==> config.mk <==
export PLATFORM = sky130hd
export DESIGN_NAME = gpio_ext
export DESIGN_NICKNAME = d
export VERILOG_FILES = /design/src/rtl/gpio_ext.sv
export SDC_FILE = /design/constraint.sdc
export NUM_CORES = 1
export LEC_CHECK = 0
export ABC_AREA = 1
export BUFFER_PORTS_ARGS = -buffer_cell sky130_fd_sc_hd__buf_2
export CORE_UTILIZATION = 55
export CTS_CLUSTER_DIAMETER = 100
export CTS_CLUSTER_SIZE = 8
export DETAILED_ROUTE_END_ITERATION = 6
export GPL_TIMING_DRIVEN = 0
export PLACE_DENSITY = 0.74
export SLEW_MARGIN = 20
export SYNTH_ARGS = -nofsm -noshare
export SYNTH_HDL_FRONTEND = slang
export SYNTH_SLANG_ARGS = --single-unit
==> constraint.sdc <==
create_clock -name clk_i -period 17.11 [get_ports clk_i]
set_clock_uncertainty 0.1 [all_clocks]
set_input_delay 1.711 -clock clk_i [delete_from_list [all_inputs] [get_ports clk_i]]
set_output_delay 1.711 -clock clk_i [all_outputs]
set_load 0.03 [all_outputs]
==> src/rtl/gpio_ext.sv <==
// gpio_ext: NumPins-wide GPIO with a registered bus slave, 2-flop input synchroniser,
// per-pin edge/level interrupts with W1C status. Define GPIO_DEBOUNCE_EN to add a per-pin debounce filter.
module gpio_ext #(
  parameter int NumPins        = 32,
  parameter int DataWidth      = 32,
  parameter int AddressWidth   = 32,
  parameter int DebounceCycles = 16
) (
  input  logic                    clk_i,
  input  logic                    rst_i,
  input  logic [NumPins-1:0]      gpio_in_i,
  output logic [NumPins-1:0]      gpio_out_o,
  output logic [NumPins-1:0]      gpio_oe_o,
  input  logic                    gpio_req_i,
  input  logic [AddressWidth-1:0] gpio_addr_i,
  input  logic                    gpio_we_i,
  input  logic [3:0]              gpio_be_i,
  input  logic [DataWidth-1:0]    gpio_wdata_i,
  output logic                    gpio_rvalid_o,
  output logic [DataWidth-1:0]    gpio_rdata_o,
  output logic                    gpio_err_o,
  output logic                    gpio_intr_o
);

  localparam logic [7:0] IdxInputVal  = 8'h00;
  localparam logic [7:0] IdxInputEn   = 8'h01;
  localparam logic [7:0] IdxOutputEn  = 8'h02;
  localparam logic [7:0] IdxOutputVal = 8'h03;
  localparam logic [7:0] IdxOutXor    = 8'h04;
  localparam logic [7:0] IdxIntrEn    = 8'h05;
  localparam logic [7:0] IdxIntrType  = 8'h06;
  localparam logic [7:0] IdxIntrPol   = 8'h07;
  localparam logic [7:0] IdxIntrStat  = 8'h08;

  logic [NumPins-1:0]   r_sync1;
  logic [NumPins-1:0]   r_sync2;
  logic [NumPins-1:0]   r_sQ;
  logic [NumPins-1:0]   w_filt;

  logic [NumPins-1:0]   r_inputEn;
  logic [NumPins-1:0]   r_outputEn;
  logic [NumPins-1:0]   r_outputVal;
  logic [NumPins-1:0]   r_outXor;
  logic [NumPins-1:0]   r_intrEn;
  logic [NumPins-1:0]   r_intrType;
  logic [NumPins-1:0]   r_intrPol;
  logic [NumPins-1:0]   r_intrStat;
  logic [NumPins-1:0]   r_padOut;

  logic                 r_rvalid;
  logic                 r_err;
  logic                 r_intr;
  logic [DataWidth-1:0] r_rdata;

  logic [7:0]           w_wordIdx;
  logic                 w_err;
  logic                 w_wrEn;
  logic [NumPins-1:0]   w_beMask;
  logic [NumPins-1:0]   w_wdataPins;
  logic [NumPins-1:0]   w_clrMask;
  logic [NumPins-1:0]   w_edgeHit;
  logic [NumPins-1:0]   w_levelHit;
  logic [NumPins-1:0]   w_hit;
  logic [NumPins-1:0]   w_statNext;
  logic [NumPins-1:0]   w_readPins;
  logic [DataWidth-1:0] w_rdataNext;
  logic                 w_unusedBits;

  logic [NumPins-1:0]   w_inputEnNext;
  logic [NumPins-1:0]   w_outputEnNext;
  logic [NumPins-1:0]   w_outputValNext;
  logic [NumPins-1:0]   w_outXorNext;
  logic [NumPins-1:0]   w_intrEnNext;
  logic [NumPins-1:0]   w_intrTypeNext;
  logic [NumPins-1:0]   w_intrPolNext;

  function automatic logic [NumPins-1:0] mergeBytes(input logic [NumPins-1:0] oldVal,
                                                    input logic [NumPins-1:0] newVal,
                                                    input logic [NumPins-1:0] mask);
    return (oldVal & ~mask) | (newVal & mask);
  endfunction

  // Address bits above the 1 kB window and wdata bits above NumPins are intentionally ignored.
  assign w_unusedBits = ^{gpio_addr_i, gpio_wdata_i, (DebounceCycles > 0)};

  always_ff @(posedge clk_i or posedge rst_i) begin
    if (rst_i) begin
      r_sync1 <= '0;
      r_sync2 <= '0;
      r_sQ    <= '0;
    end else begin
      r_sync1 <= gpio_in_i;
      r_sync2 <= r_sync1;
      r_sQ    <= w_filt;
    end
  end

`ifdef GPIO_DEBOUNCE_EN
  localparam int CntW = $clog2(DebounceCycles + 1);

  logic [CntW-1:0]    r_dbCnt [NumPins];
  logic [NumPins-1:0] r_filt;

  // A pin's filtered value flips only after the synced value has disagreed with it for DebounceCycles cycles.
  always_ff @(posedge clk_i or posedge rst_i) begin
    if (rst_i) begin
      r_filt <= '0;
      for (int i = 0; i < NumPins; i++) r_dbCnt[i] <= '0;
    end else begin
      for (int i = 0; i < NumPins; i++) begin
        if (r_sync2[i] == r_filt[i]) begin
          r_dbCnt[i] <= '0;
        end else if (r_dbCnt[i] == CntW'(DebounceCycles - 1)) begin
          r_filt[i]  <= r_sync2[i];
          r_dbCnt[i] <= '0;
        end else begin
          r_dbCnt[i] <= r_dbCnt[i] + CntW'(1);
        end
      end
    end
  end

  assign w_filt = r_filt;
`else
  assign w_filt = r_sync2;
`endif

  assign w_wordIdx   = gpio_addr_i[9:2];
  assign w_err       = (gpio_addr_i[1:0] != 2'b00) || (w_wordIdx > IdxIntrStat) ||
                       (gpio_we_i && (w_wordIdx == IdxInputVal));
  assign w_wrEn      = gpio_req_i && gpio_we_i && !w_err;
  assign w_wdataPins = gpio_wdata_i[NumPins-1:0];

  always_comb begin
    w_beMask = '0;
    for (int i = 0; i < NumPins; i++) w_beMask[i] = gpio_be_i[i/8];
  end

  always_comb begin
    w_inputEnNext   = r_inputEn;
    w_outputEnNext  = r_outputEn;
    w_outputValNext = r_outputVal;
    w_outXorNext    = r_outXor;
    w_intrEnNext    = r_intrEn;
    w_intrTypeNext  = r_intrType;
    w_intrPolNext   = r_intrPol;
    w_clrMask       = '0;
    if (w_wrEn) begin
      case (w_wordIdx)
        IdxInputEn:   w_inputEnNext   = mergeBytes(r_inputEn,   w_wdataPins, w_beMask);
        IdxOutputEn:  w_outputEnNext  = mergeBytes(r_outputEn,  w_wdataPins, w_beMask);
        IdxOutputVal: w_outputValNext = mergeBytes(r_outputVal, w_wdataPins, w_beMask);
        IdxOutXor:    w_outXorNext    = mergeBytes(r_outXor,    w_wdataPins, w_beMask);
        IdxIntrEn:    w_intrEnNext    = mergeBytes(r_intrEn,    w_wdataPins, w_beMask);
        IdxIntrType:  w_intrTypeNext  = mergeBytes(r_intrType,  w_wdataPins, w_beMask);
        IdxIntrPol:   w_intrPolNext   = mergeBytes(r_intrPol,   w_wdataPins, w_beMask);
        IdxIntrStat:  w_clrMask       = w_wdataPins & w_beMask;
        default:      w_clrMask       = '0;
      endcase
    end
  end

  // New hits are OR-ed in after the clear, so a same-cycle hit keeps its status bit set.
  assign w_edgeHit  = (r_intrPol & w_filt & ~r_sQ) | (~r_intrPol & ~w_filt & r_sQ);
  assign w_levelHit = ~(w_filt ^ r_intrPol);
  assign w_hit      = (r_intrType & w_edgeHit) | (~r_intrType & w_levelHit);
  assign w_statNext = (r_intrStat & ~w_clrMask) | w_hit;

  always_comb begin
    w_readPins = '0;
    case (w_wordIdx)
      IdxInputVal:  w_readPins = w_filt & r_inputEn;
      IdxInputEn:   w_readPins = r_inputEn;
      IdxOutputEn:  w_readPins = r_outputEn;
      IdxOutputVal: w_readPins = r_outputVal;
      IdxOutXor:    w_readPins = r_outXor;
      IdxIntrEn:    w_readPins = r_intrEn;
      IdxIntrType:  w_readPins = r_intrType;
      IdxIntrPol:   w_readPins = r_intrPol;
      IdxIntrStat:  w_readPins = r_intrStat;
      default:      w_readPins = '0;
    endcase
    w_rdataNext = '0;
    if (!w_err && !gpio_we_i) w_rdataNext[NumPins-1:0] = w_readPins;
  end

  always_ff @(posedge clk_i or posedge rst_i) begin
    if (rst_i) begin
      r_inputEn   <= '0;
      r_outputEn  <= '0;
      r_outputVal <= '0;
      r_outXor    <= '0;
      r_intrEn    <= '0;
      r_intrType  <= '0;
      r_intrPol   <= '0;
      r_intrStat  <= '0;
      r_padOut    <= '0;
      r_rvalid    <= 1'b0;
      r_err       <= 1'b0;
      r_rdata     <= '0;
      r_intr      <= 1'b0;
    end else begin
      r_inputEn   <= w_inputEnNext;
      r_outputEn  <= w_outputEnNext;
      r_outputVal <= w_outputValNext;
      r_outXor    <= w_outXorNext;
      r_intrEn    <= w_intrEnNext;
      r_intrType  <= w_intrTypeNext;
      r_intrPol   <= w_intrPolNext;
      r_intrStat  <= w_statNext;
      r_padOut    <= w_outputValNext ^ w_outXorNext;
      r_rvalid    <= gpio_req_i;
      r_intr      <= |(r_intrStat & r_intrEn);
      if (gpio_req_i) begin
        r_err   <= w_err;
        r_rdata <= w_rdataNext;
      end
    end
  end

  assign gpio_out_o    = r_padOut;
  assign gpio_oe_o     = r_outputEn;
  assign gpio_rvalid_o = r_rvalid;
  assign gpio_rdata_o  = r_rdata;
  assign gpio_err_o    = r_err;
  assign gpio_intr_o   = r_intr;

endmodule
==> results by group <==
Outcome
  – Outcome: finished with violations
  – Failing checks: design-rule violations

Clocking
  – Worst-skew pair later-pin latency: 0.62 ns
  – Clk pin slew, worst setup/hold paths: 0.05 ns
  – CTS root buf: clkbuf_16
  – CTS Buf Count: 58
  – PostCTS Resize Cnt: 0
  – CTS tree: yes
  – Setup repair bufs after CTS: 0
  – Clk sinks: about 420
  – H-tree Lvls: 2
  – Clk buf depth: 3
  – Hold_buf cts: 0

Placement
  – Dpl cell area: 0.0230 sq mm
  – DP HPWL: 50.2 mm
  – Final GP Congestion: 0.967
  – Placed insts: 3,443
  – IO buf count: 176

Pwr
  – Leakage: 12.9 nW
  – Power Dens Cells: 87.3 mW/mm^2
  – VDD IR max: 0.0705 mV

Finish
  – Multi-input gate area: 0.00926 sq mm
  – Fraction of layout cells with a size suffix above 1: between 10% and 20%
  – Fillcell total: between 3k and 4k
  – Fin util: about 64%
  – Post-layout instance area: 0.0245 sq mm
  – Filler-free cell count of the finished design: 3,505
  – Nets@finish: 3,160
  – Register area: 0.0105 sq mm
  – Area Overhead vs Synth: 14.7%

Timing
  – # setup viols final: 0
  – Slew Viols, Final: 0
  – Final hold viol count: 0
  – Final period utilization: a little under a quarter
  – Slew margin rel.: 34.8%
  – RSZ-0062 raised after global routing: false
  – Min cycle time layout: 3.87 ns
  – Worst-Margin Slew: 0.969 ns
  – F_max: 259 MHz

Floorplanning
  – Row Count: 71
  – DIE AREA: 0.0396 sq mm
  – Die Y: 199 um
  – # IOs: approximately 200
  – Core area: 0.0379 sq mm
  – Starting Density: 56.2%
  – Die X: between 150 and 200 um

Synth
  – Sequential area share after synthesis: 49.2%
  – Synth Net Count: 2,920
  – Avg Cell Area, Syn: between 7 and 8 sq um
  – Synth Instances: around 2.8k
  – Mapped Area: 0.0213 sq mm
  – Synthesis warning total: 0
  – Yosys reg bits: 419
  – Netlist cell types: 29

Job
  – Max cap viols: 0

Global route
  – Initial antenna violation count: 1
  – Vias in the first global route: 19.2k
  – Overflow after GRT: 0
  – First-pass GRT wire length: about 110 mm
  – Gr usage total: 36.7%
  – Largest net degree at the start of global routing: 105

Route
  – DRC Markers: 4
  – Post-detailed-routing wire length: 70.9 mm
  – Routed len/inst: ~20 um
  – DR vias: 20.0k
  – Vias per cell: about 5.7
  – Post-route ant nets: 0
  – DR iter-0 viols: 2,366
  – Drt first pass iters: 7

Min path
  – Worst hold path startpoint: r_sync1[6]
  – Hold EP: r_sync2[6]
  – Hold path cells: 0
  – Hold Path Class: reg -> reg

Critical path
  – Critical path cell sequence: buf_2 -> inv_1 -> nand2_1 -> nor2_1 -> nand2_1 -> buf_4 -> clkbuf_1 -> o21ai_0 -> nor2_1 -> nand3_1 -> nand2_1 -> nand2_1
  – Most frequent cell on the critical path: nand2_1
  – WS Path Type: in -> reg
  – Worst R2R End: gpio_rdata_o[3]
  – CP max-delay cell: o21ai_0
  – Reg-to-reg startpoint: r_outXor[3]
  – Crit path arrival time: 4.31 ns
  – Peak fanout along the critical path: 10
  – CP peak stage delay: a little under 0.8 ns
  – R2R Setup Slk: 15.44 ns
  – Critical path required time: 17.55 ns
  – Worst path bufs/invs: 4
  – R2R depth: 6
  – CP top delay family: simple AND/OR/NAND/NOR gates
  – Critical Path Sink Type: flop
  – Critical Path Source Type: input port
metrics by stage:
stage	hold WS, ns	setup slack, ns	power (W)	setup TNS, ns
floorplan	0.231	3.64	0.00109	0
global placement	0.233	-0.861	0.00113	-337.86
detailed placement	0.235	12.93	0.00113	0
CTS	0.244	13.55	0.00214	0
global route	0.251	13.17	0.00219	0
finish	0.244	13.24	0.00213	0
kinds of logic after synthesis:
| family | share of synthesized area [%] |
|---|---|
| DFF | 49.2 |
| muxes | 1.69 |
| adders and majority gates | 3.76 |
| AOI/OAI and AO/OA | 9.34 |
| and+or+nand+nor | 28.7 |
| buffers and inverters | 7.38 |
layout make-up:
class | instances | area share (%)
Clock buffer | 59 | 6.04
Buffer | 110 | 2.26
Timing Repair Buffer | 180 | 4.05
Tap cell | 511 | 2.61
Sequential cell | 419 | 42.9
Clock inverter | 2 | 0.0665
Inverter | 272 | 4.21
Multi-Input combinational cell | 1951 | 37.9
Antenna cell | 1 | 0.0102
layer usage:
| layer | GRT usage [%] | vias up | part of all wire [%] |
|---|---|---|---|
| met5 | 0 | - | 0 |
| met4 | 16.2 | 0 | 4.1 |
| met3 | 7.36 | 210 | 10 |
| met2 | 55.9 | 1087 | 44 |
| met1 | 50.7 | 9500 | 42 |
| li1 | - | 9163 | - |
Yosys cell counts:
master | number | share of area (%)
buf_6 | 7 | 0.37
nand3_1 | 259 | 6.1
buf_4 | 10 | 0.35
o21ai_0 | 142 | 3.3
nor2_1 | 241 | 4.2
nand2_1 | 941 | 17
nor4_1 | 2 | 0.059
nand3_2 | 1 | 0.047
nand2_2 | 11 | 0.32
o21ai_1 | 122 | 2.9
clkbuf_2 | 1 | 0.023
dfrtp_1 | 419 | 49
nor3_1 | 5 | 0.12
a21oi_1 | 33 | 0.77
mux2_2 | 32 | 1.7
a22o_1 | 2 | 0.082
buf_1 | 4 | 0.070
nor2_2 | 12 | 0.35
nor2_4 | 11 | 0.58
clkbuf_1 | 58 | 1.0
buf_2 | 29 | 0.68
inv_1 | 264 | 4.6
o21a_1 | 64 | 2.3
nand3_4 | 1 | 0.082
a31oi_1 | 1 | 0.029
buf_8 | 1 | 0.070
inv_2 | 8 | 0.14
ha_1 | 64 | 3.8
nand4_1 | 7 | 0.21
worst max-delay path by stage:
stage                   startpoint  cells after the start              end
floorplan                    rst_i                      1        async pin
global placement             rst_i                      2       r_sync1[5]
detailed placement  gpio_addr_i[2]                     12  gpio_rdata_o[3]
CTS                 gpio_addr_i[2]                     12  gpio_rdata_o[3]
global route        gpio_addr_i[2]                     12  gpio_rdata_o[7]
finish              gpio_addr_i[2]                     12  gpio_rdata_o[7]
placed cells by master (no fill, tap or decap), types with 12 or more instances in the layout:
cell type	netlist	routed
nand2_1	941	941
dfrtp_1	419	419
inv_1	264	263
nand3_1	259	259
nor2_1	241	241
buf_2	29	205
o21ai_0	142	142
o21ai_1	122	122
o21a_1	64	64
ha_1	64	64
clkbuf_16	0	59
clkbuf_1	58	58
a21oi_1	33	33
mux2_2	32	32
nor2_2	12	12
where the power goes:
part           internal [W]  switching [W]  leakage (nW)  total, W
clock network      0.000597       0.000418         0.732   0.00101
registers           0.00101     0.00000950          5.46   0.00101
logic             0.0000297      0.0000752          6.73  0.000105
Power figures use the tool's default switching activity.
